===== config.mk =====
export PLATFORM = sky130hd
export DESIGN_NAME = truth_table_sweeper
export DESIGN_NICKNAME = d
export VERILOG_FILES = /design/src/rtl/truth_table_sweeper.sv
export SDC_FILE = /design/constraint.sdc
export NUM_CORES = 1
export LEC_CHECK = 0
export ABC_AREA = 1
export BUFFER_PORTS_ARGS = -buffer_cell sky130_fd_sc_hd__clkbuf_2
export CAP_MARGIN = 20
export CORE_MARGIN = 2
export CORE_UTILIZATION = 47
export CTS_CLUSTER_DIAMETER = 100
export DETAILED_ROUTE_END_ITERATION = 7
export PLACE_DENSITY_LB_ADDON = 0.15
export SYNTH_ARGS = -nofsm -noshare
export SYNTH_HDL_FRONTEND = slang
export SYNTH_SLANG_ARGS = --single-unit

===== constraint.sdc =====
create_clock -name clk -period 1.3 [get_ports clk]
set_input_delay 0 -clock clk [delete_from_list [all_inputs] [get_ports clk]]
set_output_delay 0 -clock clk [all_outputs]
set_load 0.005 [all_outputs]

===== src/rtl/truth_table_sweeper.sv =====
// truth_table_sweeper
//   Walks every input vector 0 .. 2^N_IN-1 of a stored truth table. Each
//   vector is held for HOLD_CYC cycles, and the function value is presented
//   alongside it. The ones and zeros seen during the sweep are tallied.
//
//   Optional feature: define TRUTH_TABLE_SWEEPER_CAPTURE_EN to build a
//   capture register that records the swept response bit by bit. Without
//   the macro, capture is tied to zero.
//
// Parameters
//   N_IN      number of function inputs (2..8)
//   HOLD_CYC  cycles each vector is held (1..255)
//   TT_INIT   truth table loaded at reset (bit k = F at vector k)
//
// Ports
//   clk        rising-edge clock
//   rst        synchronous active-high reset
//   cfg_we     truth-table write strobe (honoured only outside a sweep)
//   cfg_tt     new truth table
//   start      sweep request, sampled in IDLE
//   abort      terminates a sweep in progress
//   busy       high while sweeping
//   done       one-cycle pulse on sweep completion
//   vec        current input vector (MSB = A)
//   f          function value for vec, registered together with vec
//   vec_valid  high on the first hold cycle of each vector
//   ones_cnt   swept vectors with f = 1
//   zeros_cnt  swept vectors with f = 0
//   capture    captured response (zero unless the capture feature is built)
module truth_table_sweeper #(
  parameter int unsigned           N_IN     = 4,
  parameter int unsigned           HOLD_CYC = 1,
  parameter logic [(2**N_IN)-1:0]  TT_INIT  = 16'hAAF8
) (
  input  logic                    clk,
  input  logic                    rst,
  input  logic                    cfg_we,
  input  logic [(2**N_IN)-1:0]    cfg_tt,
  input  logic                    start,
  input  logic                    abort,
  output logic                    busy,
  output logic                    done,
  output logic [N_IN-1:0]         vec,
  output logic                    f,
  output logic                    vec_valid,
  output logic [N_IN:0]           ones_cnt,
  output logic [N_IN:0]           zeros_cnt,
  output logic [(2**N_IN)-1:0]    capture
);

  localparam int unsigned     TT_W      = 2**N_IN;
  localparam logic [N_IN-1:0] VEC_LAST  = '1;
  localparam logic [N_IN-1:0] VEC_ONE   = N_IN'(1);
  localparam logic [N_IN:0]   CNT_ONE   = (N_IN+1)'(1);
  localparam logic [7:0]      HOLD_LAST = 8'(HOLD_CYC - 1);

  typedef enum logic [1:0] {
    ST_IDLE,
    ST_SWEEP,
    ST_DONE
  } state_t;

  state_t            state;
  state_t            state_nxt;
  logic [TT_W-1:0]   tt;
  logic [7:0]        hold_cnt;

  logic              hold_end;
  logic              last_step;
  logic              tt_wr;
  logic [TT_W-1:0]   tt_eff;
  logic              sweep_go;
  logic              tally;
  logic [N_IN-1:0]   vec_inc;

  always_comb begin
    hold_end  = (hold_cnt == HOLD_LAST);
    last_step = hold_end && (vec == VEC_LAST);
    tt_wr     = cfg_we && (state != ST_SWEEP);
    // A write coincident with start must already feed the first vector.
    tt_eff    = tt_wr ? cfg_tt : tt;
    sweep_go  = (state == ST_IDLE) && start;
    // The vector is tallied when its first hold cycle ends; an abort on that
    // same edge discards it.
    tally     = (state == ST_SWEEP) && vec_valid && !abort;
    vec_inc   = vec + VEC_ONE;
  end

  // State register
  always_ff @(posedge clk) begin
    if (rst) begin
      state <= ST_IDLE;
    end else begin
      state <= state_nxt;
    end
  end

  // Next-state logic
  always_comb begin
    state_nxt = state;
    unique case (state)
      ST_IDLE:  if (start) state_nxt = ST_SWEEP;
      ST_SWEEP: begin
        if (abort)          state_nxt = ST_IDLE;
        else if (last_step) state_nxt = ST_DONE;
      end
      ST_DONE:  state_nxt = ST_IDLE;
      default:  state_nxt = ST_IDLE;
    endcase
  end

  // Output logic
  always_comb begin
    busy = (state == ST_SWEEP);
    done = (state == ST_DONE);
  end

  // Datapath: table, vector stepping and tallies
  always_ff @(posedge clk) begin
    if (rst) begin
      tt        <= TT_INIT;
      vec       <= '0;
      f         <= TT_INIT[0];
      vec_valid <= 1'b0;
      hold_cnt  <= '0;
      ones_cnt  <= '0;
      zeros_cnt <= '0;
    end else begin
      vec_valid <= 1'b0;
      if (tt_wr) tt <= cfg_tt;
      if (tally) begin
        if (f) ones_cnt  <= ones_cnt + CNT_ONE;
        else   zeros_cnt <= zeros_cnt + CNT_ONE;
      end
      if (sweep_go) begin
        vec       <= '0;
        f         <= tt_eff[0];
        vec_valid <= 1'b1;
        hold_cnt  <= '0;
        ones_cnt  <= '0;
        zeros_cnt <= '0;
      end else if ((state == ST_SWEEP) && !abort && !last_step) begin
        if (hold_end) begin
          vec       <= vec_inc;
          f         <= tt[vec_inc];
          vec_valid <= 1'b1;
          hold_cnt  <= '0;
        end else begin
          hold_cnt  <= hold_cnt + 8'd1;
        end
      end
    end
  end

`ifdef TRUTH_TABLE_SWEEPER_CAPTURE_EN
  logic [TT_W-1:0] cap_q;

  always_ff @(posedge clk) begin
    if (rst) begin
      cap_q <= '0;
    end else if (sweep_go) begin
      cap_q <= '0;
    end else if (tally) begin
      cap_q[vec] <= f;
    end
  end

  assign capture = cap_q;
`else
  assign capture = '0;
`endif

endmodule


# Word-level counts from Yosys, hierarchy flattened
# Cells that the tools add are included.
[word_totals]
mem_bits_rw = 0
input_bits = 21
memories = 0
ff_bits = 42
wordCells = 54
latch_bits = 0
romBits = 0
[classes]
div_mod_pow = 0
n_addsub = 4
muxes = 14
n_lt_le_gt_ge = 1
multipliers = 0
bitwise_logic = 1
n_shift = 0
eq_ne = 6
n_reduce_logical = 19
[op_table]
columns = ["cell", "n"]
rows = [
  ["5-bit by 1-bit adder with 5-bit output, second input constant", 2],
  ["2-bit AND reduction", 5],
  ["8-bit by 1-bit adder with 8-bit output, second input constant", 1],
  ["8-bit zero test", 1],
  ["1-bit 2-to-1 mux", 8],
  ["8-bit 2-to-1 mux", 1],
  ["1-bit logical AND", 7],
  ["2-bit 2-to-1 mux", 3],
  ["4-bit by 5-bit < comparator with 1-bit output, second input constant", 1],
  ["4-bit by 1-bit adder with 4-bit output, second input constant", 1],
  ["1-bit binary-select mux with 4-bit select", 1],
  ["4-bit == test, second input constant", 1],
  ["2-bit one-hot mux with 2 select lines", 1],
  ["2-bit nonzero test", 2],
  ["3-bit by 2-bit inequality test with 1-bit output, second input constant", 1],
  ["2-bit by 1-bit == test with 1-bit output, second input constant", 1],
  ["2-bit == test, second input constant", 1],
  ["1-bit zero test", 2],
  ["2-bit zero test", 1],
  ["2-bit by 1-bit inequality test with 1-bit output, second input constant", 1],
  ["2-bit inequality test, second input constant", 1],
  ["2-bit OR reduction", 1],
  ["1-bit inverter", 1],
]

# Depth between registers and ports, before layout
# Gate-level depths: netlist (run 1).
[depth]
ltp_word = 6
depth_mapped = 11
ltp_nobuf = 11

# Least setup slack after synthesis (run 1)
# No wires, ideal clock.
[synth_path]
kind = "register to register"
startpoint = "register vec[0]"
endpoint = "register hold_cnt[5]"
arrival_time_ps = 1271
required_ps = 1230
path_buffers = 0
synth_period_minus_slack_ps = 1341
path_slack_ps = -41
stages_incl_launch_ff = 8
cell_sequence = "dfxtp_1 -> ha_1 -> nand2_1 -> o21ai_1 -> nand2_2 -> inv_2 -> nand2_1 -> a21oi_1"
[synth_between]
elab_chain_len = 4
[synth_rtl]
columns = ["item", "line_no", "text"]
rows = [
  ["from (decl)", "43", "output logic [N_IN-1:0] vec,"],
  ["from (signal assigned)", "144", "vec <= vec_inc;"],
  ["4-bit == test", "78", "last_step = hold_end && (vec == VEC_LAST);"],
  ["1-bit logical AND", "78", ""],
  ["1-bit zero test", "142", "end else if ((state == ST_SWEEP) && !abort && !last_step) begin"],
  ["1-bit logical AND", "142", ""],
  ["to (signal assigned)", "149", "hold_cnt <= hold_cnt + 8'd1;"],
  ["to (decl)", "66", "logic [7:0] hold_cnt;"],
]
# Every way passes these cells.
# A chain may end at the register's enable or synchronous reset.

# Worst setup path after layout (run 1)
[layout_path]
startpoint = "register vec[0]"
endpoint = "register f"
[layout_between]
elab_chain_len = 6
word_cells_on_any_way = 12
cone_classes = "add/sub (1); eq/ne (1); mux (5); reduce/logical (5)"
[layout_rtl]
columns = ["item", "line_no", "text"]
rows = [
  ["4-bit by 1-bit adder with 4-bit output / 4-bit == test (equally long branches)", "86, 78", ""],
  ["1-bit binary-select mux with 4-bit select / 1-bit logical AND (equally long branches)", "145, 78", ""],
  ["1-bit 2-to-1 mux (implied by the code) / 1-bit zero test (equally long branches)", "145, 142", ""],
  ["1-bit 2-to-1 mux / 1-bit logical AND (equally long branches)", "143, 142", ""],
  ["1-bit 2-to-1 mux / 2-bit nonzero test (equally long branches)", "n/a", ""],
  ["1-bit 2-to-1 mux / 2-bit AND reduction (equally long branches)", "n/a", ""],
  ["to (signal assigned)", "123", "f <= TT_INIT[0];"],
  ["to (signal assigned)", "137", "f <= tt_eff[0];"],
  ["to (signal assigned)", "145", "f <= tt[vec_inc];"],
  ["to (decl)", "44", "output logic f,"],
]
# Several ways; a longest one is shown, not always the timed one. The select of a mux whose other input is x is not followed.

==> metrics.md, run 1 <==
| Metric | Value |
|---|---|
| Via count | `2098` |
| Synth Warn # | `0` |
| Die Height | `72.0 µm` |
| Worst setup margin | `0.00393 ns` |
| Synth Cell Area | `2180 µm²` |
| Period Utilization, post-route | `0.997` |
| Initial DRC Count | `74` |
| Post-synth top area cell | `dfxtp_1` |
| GRT overflow | `0` |
| Routed WL per cell | `11.1 µm` |
| N_diodes | `0` |
| Starting density of the core | `0.493` |
| Die Area | `5190 µm²` |
| Post-synth EDFFs | `0` |
| Hold Path Depth | `3` |
| PwrDens | `889 nW/µm²` |
| Count leader, synth | `nand2_1` |
| Top_reg_cell synth | `dfxtp_1` |
| Max-cap violation count | `0` |
| Vias in the first global route | `1874` |
| Crit-path max FO | `2` |
| Port bufs | `38` |
| CTS tree | `built` |
| CTS root buf | `clkbuf_8` |
| Gr usage total | `0.200` |
| Synth area leaders | `dfxtp_1 39%, nand2_1 12%, inv_1 6.7%` |
| Post-Layout Cell Count | `441` |
| Syn avg cell area | `7.06 µm²` |
| Min-Delay Path Class | `primary input to register` |
| Final Hold Viols | `0` |
| Clk_lat worst skew | `0.29 ns` |
| Final Max Slew Viols | `0` |
| Outcome | `complete, no violations` |
| Core Box Area | `4410 µm²` |
| Worst reg2reg path depth | `8` |
| Initial antenna violation count | `0` |
| Die X | `72.0 µm` |
| H-tree depth | `2` |
| List of most frequent post-synthesis cells | `70 x nand2_1, 42 x dfxtp_1, 39 x inv_1, 27 x nor2_1` |
| Nets@finish | `415` |
| Top cell type's share of synthesized area | `0.386` |
| CP startpoint kind | `register` |
| Antenna viol nets, final | `0` |
| Vias per inst | `4.76` |
| Seq/Total Area, Yosys | `0.386` |
| Leak Pwr | `1.42 nW` |
| DR pass1 iterations | `5` |
| # setup viols final | `0` |
| CP arrival | `1.48 ns` |
| Largest net degree at the start of global routing | `18` |
| Gate Count Post-Synth | `308` |
| I/O pin count | `55` |
| Req. time, crit path | `1.48 ns` |
| Flops & latches, synth | `42` |
| Maximum root-to-sink buffer count | `2` |
| Fin crit period | `1.30 ns` |
| DP Cell Count | `416` |
| Row cnt | `24` |
| # DRC | `0` |
| Gp weighted congestion | `0.816` |
| Final HPWL from detailed placement | `3560 µm` |
| Pre-CTS setup slack | `-0.0457 ns` |
| Worst setup EP type | `register` |
| Worst Skew | `0.00727 ns` |
| Fraction of registers with async set/reset | `0` |
| CP Class | `register to register` |
| Total Wirelength | `4880 µm` |
| Clock-pin slew on the worst setup and hold paths | `0.07 ns` |
| Cell variety after synth | `30` |
| RSZ-0062 raised after global routing | `true` |
| Fmax | `0.772 GHz` |
| CTS Buf Count | `5` |
| Post-synthesis to final-layout area growth | `36.1%` |
| First-pass GRT wire length | `8270 µm` |
| Sink Count | `42` |
| Maximum vdd drop | `774 µV` |
| Share of cells above drive strength 1 | `0.308` |
kinds of logic after synthesis:
| kind of cell | Yosys count | synth area share |
|---|---|---|
| AO/OA/AOI/OAI | 48 | 0.121 |
| XOR/XNOR | 9 | 0.0362 |
| adder cells (fa/ha/maj) | 5 | 0.0288 |
| buffers and inverters | 64 | 0.141 |
| flip-flops | 42 | 0.386 |
| other | 1 | 0.00172 |
| AND/OR/NAND/NOR | 139 | 0.285 |
report_power, final:
group          total [W]  switching [W]  internal [W]  leakage (nW)
logic           0.000478       0.000265      0.000213          1.04
clock network   0.000775       0.000405      0.000370        0.0383
registers        0.00138      0.0000322       0.00135         0.346
total            0.00263       0.000703       0.00193          1.42
final timing paths:
| path | from | slack [ns] | end |
|---|---|---|---|
| min reg2reg | tt[12]$_SDFFE_PP0N_ | 0.47 | tt[12]$_SDFFE_PP0N_ |
| max | vec[0]$_SDFFE_PP0P_ | 0.004 | f$_SDFFE_PP0P_ |
| min | cfg_tt[10] | 0.02 | tt[10]$_SDFFE_PP0N_ |
| max reg2reg | vec[0]$_SDFFE_PP0P_ | 0.004 | f$_SDFFE_PP0P_ |
layer usage:
| layer | part of all wire | GRT usage | up-vias |
|---|---|---|---|
| met5 | 0 | 0 | - |
| met4 | 0.010 | 0.0692 | 0 |
| met3 | 0.045 | 0.0472 | 4 |
| met2 | 0.46 | 0.309 | 58 |
| met1 | 0.48 | 0.276 | 929 |
| li1 | - | - | 1107 |
through the flow:
stage | TNS [ns] | hold WS, ns | total power (W) | cell area, µm² | util
floorplan | 0 | 0.0691 | 0.00168 | 2240 | -
global placement | 0 | 0.201 | 0.00180 | 2540 | 0.575
detailed placement | -0.0457 | 0.209 | 0.00180 | 2540 | 0.575
CTS | 0 | 0.0251 | 0.00262 | 2820 | 0.638
global route | -0.479 | 0.0435 | 0.00278 | 2960 | 0.671
finish | 0 | 0.0163 | 0.00263 | 2960 | 0.671
state kept, by name, summed over array words and instances, names as in the netlist:
name and count:
tt 16, hold_cnt 8, ones_cnt 5, zeros_cnt 5
vec 4, state 2, f 1, vec_valid 1
area by class of cell:
cell class	count	area [µm²]
clock buffers	7	76.3
repair buffers	80	574
well taps	52	65.1
fillers	389	1450
inverters	43	171
flip-flops and latches	42	851
multi-input cells	217	1220
critical path, cell delays in order, from the launching register on:
cell and delay (ns):
dfxtp_4 0.36, ha_4 0.17, buf_6 0.13, xor2_2 0.17
nand3_1 0.09, nand3_1 0.09, nand3_1 0.08, nand2_1 0.06
nand2_1 0.05
repair_timing:
action	4_1_cts	5_1_grt
resized for setup	5	47
buffers inserted	2	1
hold buffers	15	0
cloned	0	0
hold endpoints to repair	16	0
pin swaps	1	18
setup endpoints to repair	3	21
cells in the final DEF (no fill, tap or decap), drive strengths merged, types with 3 or more instances in the layout:
| master | Yosys | final |
|---|---|---|
| a21oi | 26 | 26 |
| buf | 20 | 27 |
| clkbuf | 1 | 45 |
| conb | 1 | 16 |
| dfxtp | 42 | 42 |
| dlygate4sd3 | 0 | 15 |
| ha | 5 | 5 |
| inv | 43 | 43 |
| nand2 | 75 | 75 |
| nand3 | 27 | 27 |
| nand4 | 3 | 3 |
| nor2 | 29 | 29 |
| o211ai | 6 | 6 |
| o21ai | 15 | 15 |
| or2 | 3 | 3 |
| xnor2 | 4 | 4 |
| xor2 | 5 | 5 |
Power figures use the tool's default switching activity.
==> inputs of run 2 (changes only) <==
--- a/config.mk
+++ b/config.mk
@@ -5,14 +5,13 @@
 export SDC_FILE = /design/constraint.sdc
 export NUM_CORES = 1
 export LEC_CHECK = 0
-export ABC_AREA = 1
 export BUFFER_PORTS_ARGS = -buffer_cell sky130_fd_sc_hd__clkbuf_2
 export CAP_MARGIN = 20
 export CORE_MARGIN = 2
 export CORE_UTILIZATION = 47
 export CTS_CLUSTER_DIAMETER = 100
 export DETAILED_ROUTE_END_ITERATION = 7
-export PLACE_DENSITY_LB_ADDON = 0.15
+export PLACE_DENSITY = 0.76
 export SYNTH_ARGS = -nofsm -noshare
 export SYNTH_HDL_FRONTEND = slang
 export SYNTH_SLANG_ARGS = --single-unit
==> constraint.sdc (replaced) <==
create_clock -name clk -period 1.3 [get_ports clk]
set_input_delay 0 -clock clk [delete_from_list [all_inputs] [get_ports clk]]
set_output_delay 0 -clock clk [all_outputs]
set_load 0.01 [all_outputs]
==> metrics.md, run 2 <==
| Metric | Value |
|---|---|
| CTS root buf | `clkbuf_8` |
| Crit-path max FO | `5 (+3)` |
| CTS Buf Count | `5 (unchanged)` |
| I/O pin count | `55 (unchanged)` |
| Commonest non-fill, non-tap cells in the layout | `38 x clkbuf_2, 36 x dfxtp_1, 32 x nand2_1` |
| Min-Delay Path Class | `primary input to register` |
| Total Wirelength | `4950 µm (+1.3%)` |
| Leak Pwr | `1.29 nW (-9.5%)` |
| Clock-pin slew on the worst setup and hold paths | `0.08 ns (about the same)` |
| Hold WS | `0.0639 ns (+0.0476 ns)` |
| Slowest stage delay, CP | `0.51 ns (+0.15 ns)` |
| Pre-CTS setup slack | `-0.650 ns (-0.604 ns)` |
| Vias per inst | `5.05 (+6.1%)` |
| Final Max Slew Viols | `0 (unchanged)` |
| PwrDens | `893 nW/µm² (+0.43%)` |
| DR pass1 iterations | `4 (-1)` |
| Synth Warn # | `0 (unchanged)` |
| Multiplexer share of the synthesized area | `0.0931 (+0.0931)` |
| Crit path top cell by count | `mux4_2` |
| Die Height | `69.5 µm (-3.5%)` |
| CP arrival | `2.15 ns (+0.67 ns)` |
| Antenna viol nets, final | `0 (unchanged)` |
| Largest net degree at the start of global routing | `18 (unchanged)` |
| Top flop regs | `tt: 16 flops, hold_cnt: 8 flops` |
| Seq/Total Area, Yosys | `0.417 (+0.0307)` |
| Adder-cell share of the synthesized area | `0.0310 (+0.00228)` |
| CP startpoint kind | `register` |
| Synth Area in XOR/XNOR | `0.0782 (+0.0420)` |
| Fraction of registers with async set/reset | `0 (unchanged)` |
| Starting density of the core | `0.497 (+0.00385)` |
| NetSw | `0.000679 W (-3.5%)` |
| Core Box Area | `4060 µm² (-8.1%)` |
| DP Cell Count | `325 (-22%)` |
| Violated checks | `setup timing` |
| Crit path max-delay cell type | `mux4_2` |
| Final instance area | `2950 µm² (-0.34%)` |
| Fmax | `0.509 GHz (-34%)` |
| Synth Area in Compound Gates | `0.0453 (-0.0754)` |
| Outcome | `complete, but fails checks` |
| Count leader, synth | `dfxtp_1` |
| Flops & latches, synth | `42 (unchanged)` |
| Simple-gate share of the synthesized area | `0.244 (-0.0407)` |
| Via count | `1828 (-13%)` |
| Row cnt | `23 (-4.2%)` |
| Cell Area, Placed | `2470 µm² (-2.9%)` |
| Synth area leaders | `dfxtp_1 42%, nand2_1 6.3%, buf_4 6.0%` |
| CP Class | `register to register` |
| Clk_lat worst skew | `0.30 ns (about the same)` |
| Sw frac | `0.258 (-0.00959)` |
| Clk pwr share | `0.336 (+0.042)` |
| Routed WL per cell | `13.7 µm (+23%)` |
| RSZ-0062 raised after global routing | `true` |
| Cell variety after synth | `33 (+10%)` |
| Req. time, crit path | `1.49 ns (about the same)` |
| Combinational group share of total power | `0.146 (-0.036)` |
| Sink Count | `42 (unchanged)` |
| Top_reg_cell synth | `dfxtp_1` |
| Post-synth EDFFs | `0 (unchanged)` |
| Final HPWL from detailed placement | `3100 µm (-13%)` |
| Worst setup margin | `-0.663 ns (-0.667 ns)` |
| Worst setup EP type | `register` |
| Synth Cell Area | `2020 µm² (-7.4%)` |
| Internal Power | `0.00196 W (+1.4%)` |
| Max-cap violation count | `0 (unchanged)` |
| Sequential share of power | `0.518 (-0.006)` |
| CTS tree | `built` |
| Post-Layout Cell Count | `362 (-18%)` |
| H-tree depth | `2 (unchanged)` |
| Die Area | `4830 µm² (-7.0%)` |
| Largest Register | `tt` |
| Period Utilization, post-route | `1.51 (+0.513)` |
| Initial antenna violation count | `0 (unchanged)` |
| Largest family of logic cells by synthesized area | `simple AND/OR/NAND/NOR gates` |
| N_diodes | `0 (unchanged)` |
| Gr usage total | `0.201 (+0.000511)` |
| # setup viols final | `24 (+24)` |
| Maximum root-to-sink buffer count | `2 (unchanged)` |
| GRT overflow | `0 (unchanged)` |
| Gate Count Post-Synth | `219 (-29%)` |
| Initial DRC Count | `60 (-19%)` |
| Port bufs | `38 (unchanged)` |
| Nets@finish | `337 (-19%)` |
| Die X | `69.5 µm (-3.5%)` |
| Vias in the first global route | `1754 (-6.4%)` |
| Most common cell after layout, fill and taps aside | `clkbuf_2` |
| Gp weighted congestion | `0.744 (-8.9%)` |
| # DRC | `0 (unchanged)` |
| Share of cells above drive strength 1 | `0.410 (+0.102)` |
| List of most frequent post-synthesis cells | `42 x dfxtp_1, 34 x nand2_1, 26 x nor2_1, 16 x buf_4, 13 x xor2_1` |
| Largest register FFs | `16 (unchanged)` |
| Fin crit period | `1.96 ns (+0.667 ns)` |
| First-pass GRT wire length | `7870 µm (-4.8%)` |
| Worst Skew | `0.00766 ns (+0.000389 ns)` |
| Cells along the critical path | `ha_4, mux4_2, mux4_2, mux2i_1, o21ai_1` |
| Final Hold Viols | `0 (unchanged)` |
| Post-synthesis to final-layout area growth | `46.4%` |
| Maximum vdd drop | `630 µV (-19%)` |
| Post-synth top area cell | `dfxtp_1` |
| Top cell type's share of synthesized area | `0.417 (+0.0307)` |
| Syn avg cell area | `9.20 µm² (+30%)` |
[run 2: cell types whose count changed after synthesis, sizes merged, moves of 12 or more]
cell   previous run  this run
inv              43         4
a21oi            26        11
nand3            27         5
o21ai            15         3
nand2            75        34
[run 2: critical path, delay by kind of cell, from the launching register on]
family          cells  cell delay (ns)
mux                 3             1.11
flops               1             0.36
fa+ha+maj           1             0.31
compound gates      1             0.07
[run 2: final timing paths]
| check | start | to | slack (ns) | cells past startpoint |
|---|---|---|---|---|
| worst max register to register | vec[0]$_SDFFE_PP0P_ | f$_SDFFE_PP0P_ | -0.66 | 5 |
| worst max-delay path | vec[0]$_SDFFE_PP0P_ | f$_SDFFE_PP0P_ | -0.66 | 5 |
| worst min register to register | tt[8]$_SDFFE_PP0N_ | tt[8]$_SDFFE_PP0N_ | 0.46 | 2 |
| worst min-delay path | start | state[0]$_SDFFE_PP0P_ | 0.06 | 3 |
[run 2: layer usage]
metal  share of wire  routed length [µm]  GRT usage  vias to the layer above
li1                -                   -          -                      884
met1            0.42                2060      0.242                      870
met3           0.049                 240     0.0422                        9
met5               0                   0          0                        -
met4           0.018                  87     0.0719                        0
met2            0.52                2560      0.353                       65
[run 2: final cells by class]
cell class                 count  area [µm²]
timing repair buffer          96         718
clock buffer                   6        82.6
multi-input combinational    162        1210
sequential                    42         851
fill                         288        1110
inverter                       4        15.0
tap                           50        62.6
clock inverter                 2        12.5
[run 2: kinds of logic after synthesis]
kind of cell | after synthesis
and+or+nand+nor | 96
DFF | 42
buffers and inverters | 30
xor gates and xnor gates | 18
AOI/OAI and AO/OA | 16
muxes | 11
adders and majority gates | 5
other | 1
[run 2: timing repair]
action,4_1_cts,5_1_grt
endpoints found under the hold margin,19,0
pin swaps,20,22
hold buffers,17,0
cloned,0,1
setup endpoints to repair,40,34
gates resized for setup,16,19
buffers inserted,3,11
[run 2: metrics by stage]
stage	TNS, ns	total power [W]	util
after global placement	-3.62	0.00168	0.608
after CTS	-4.94	0.00261	0.692
final	-5.07	0.00263	0.727
after floorplan	-2.46	0.00162	-
after global routing	-6.94	0.00275	0.727
after detailed placement	-4.88	0.00169	0.608
[run 2: power groups by stage]
stage | combinational, W | clock, W | sequential (W)
4_1_cts | 0.000349 | 0.000901 | 0.00136
3_3_place_gp | 0.000286 | 0 | 0.00139
6_report | 0.000386 | 0.000884 | 0.00136
2_1_floorplan | 0.000230 | 0 | 0.00139
5_1_grt | 0.000419 | 0.000961 | 0.00137
3_5_place_dp | 0.000294 | 0 | 0.00139
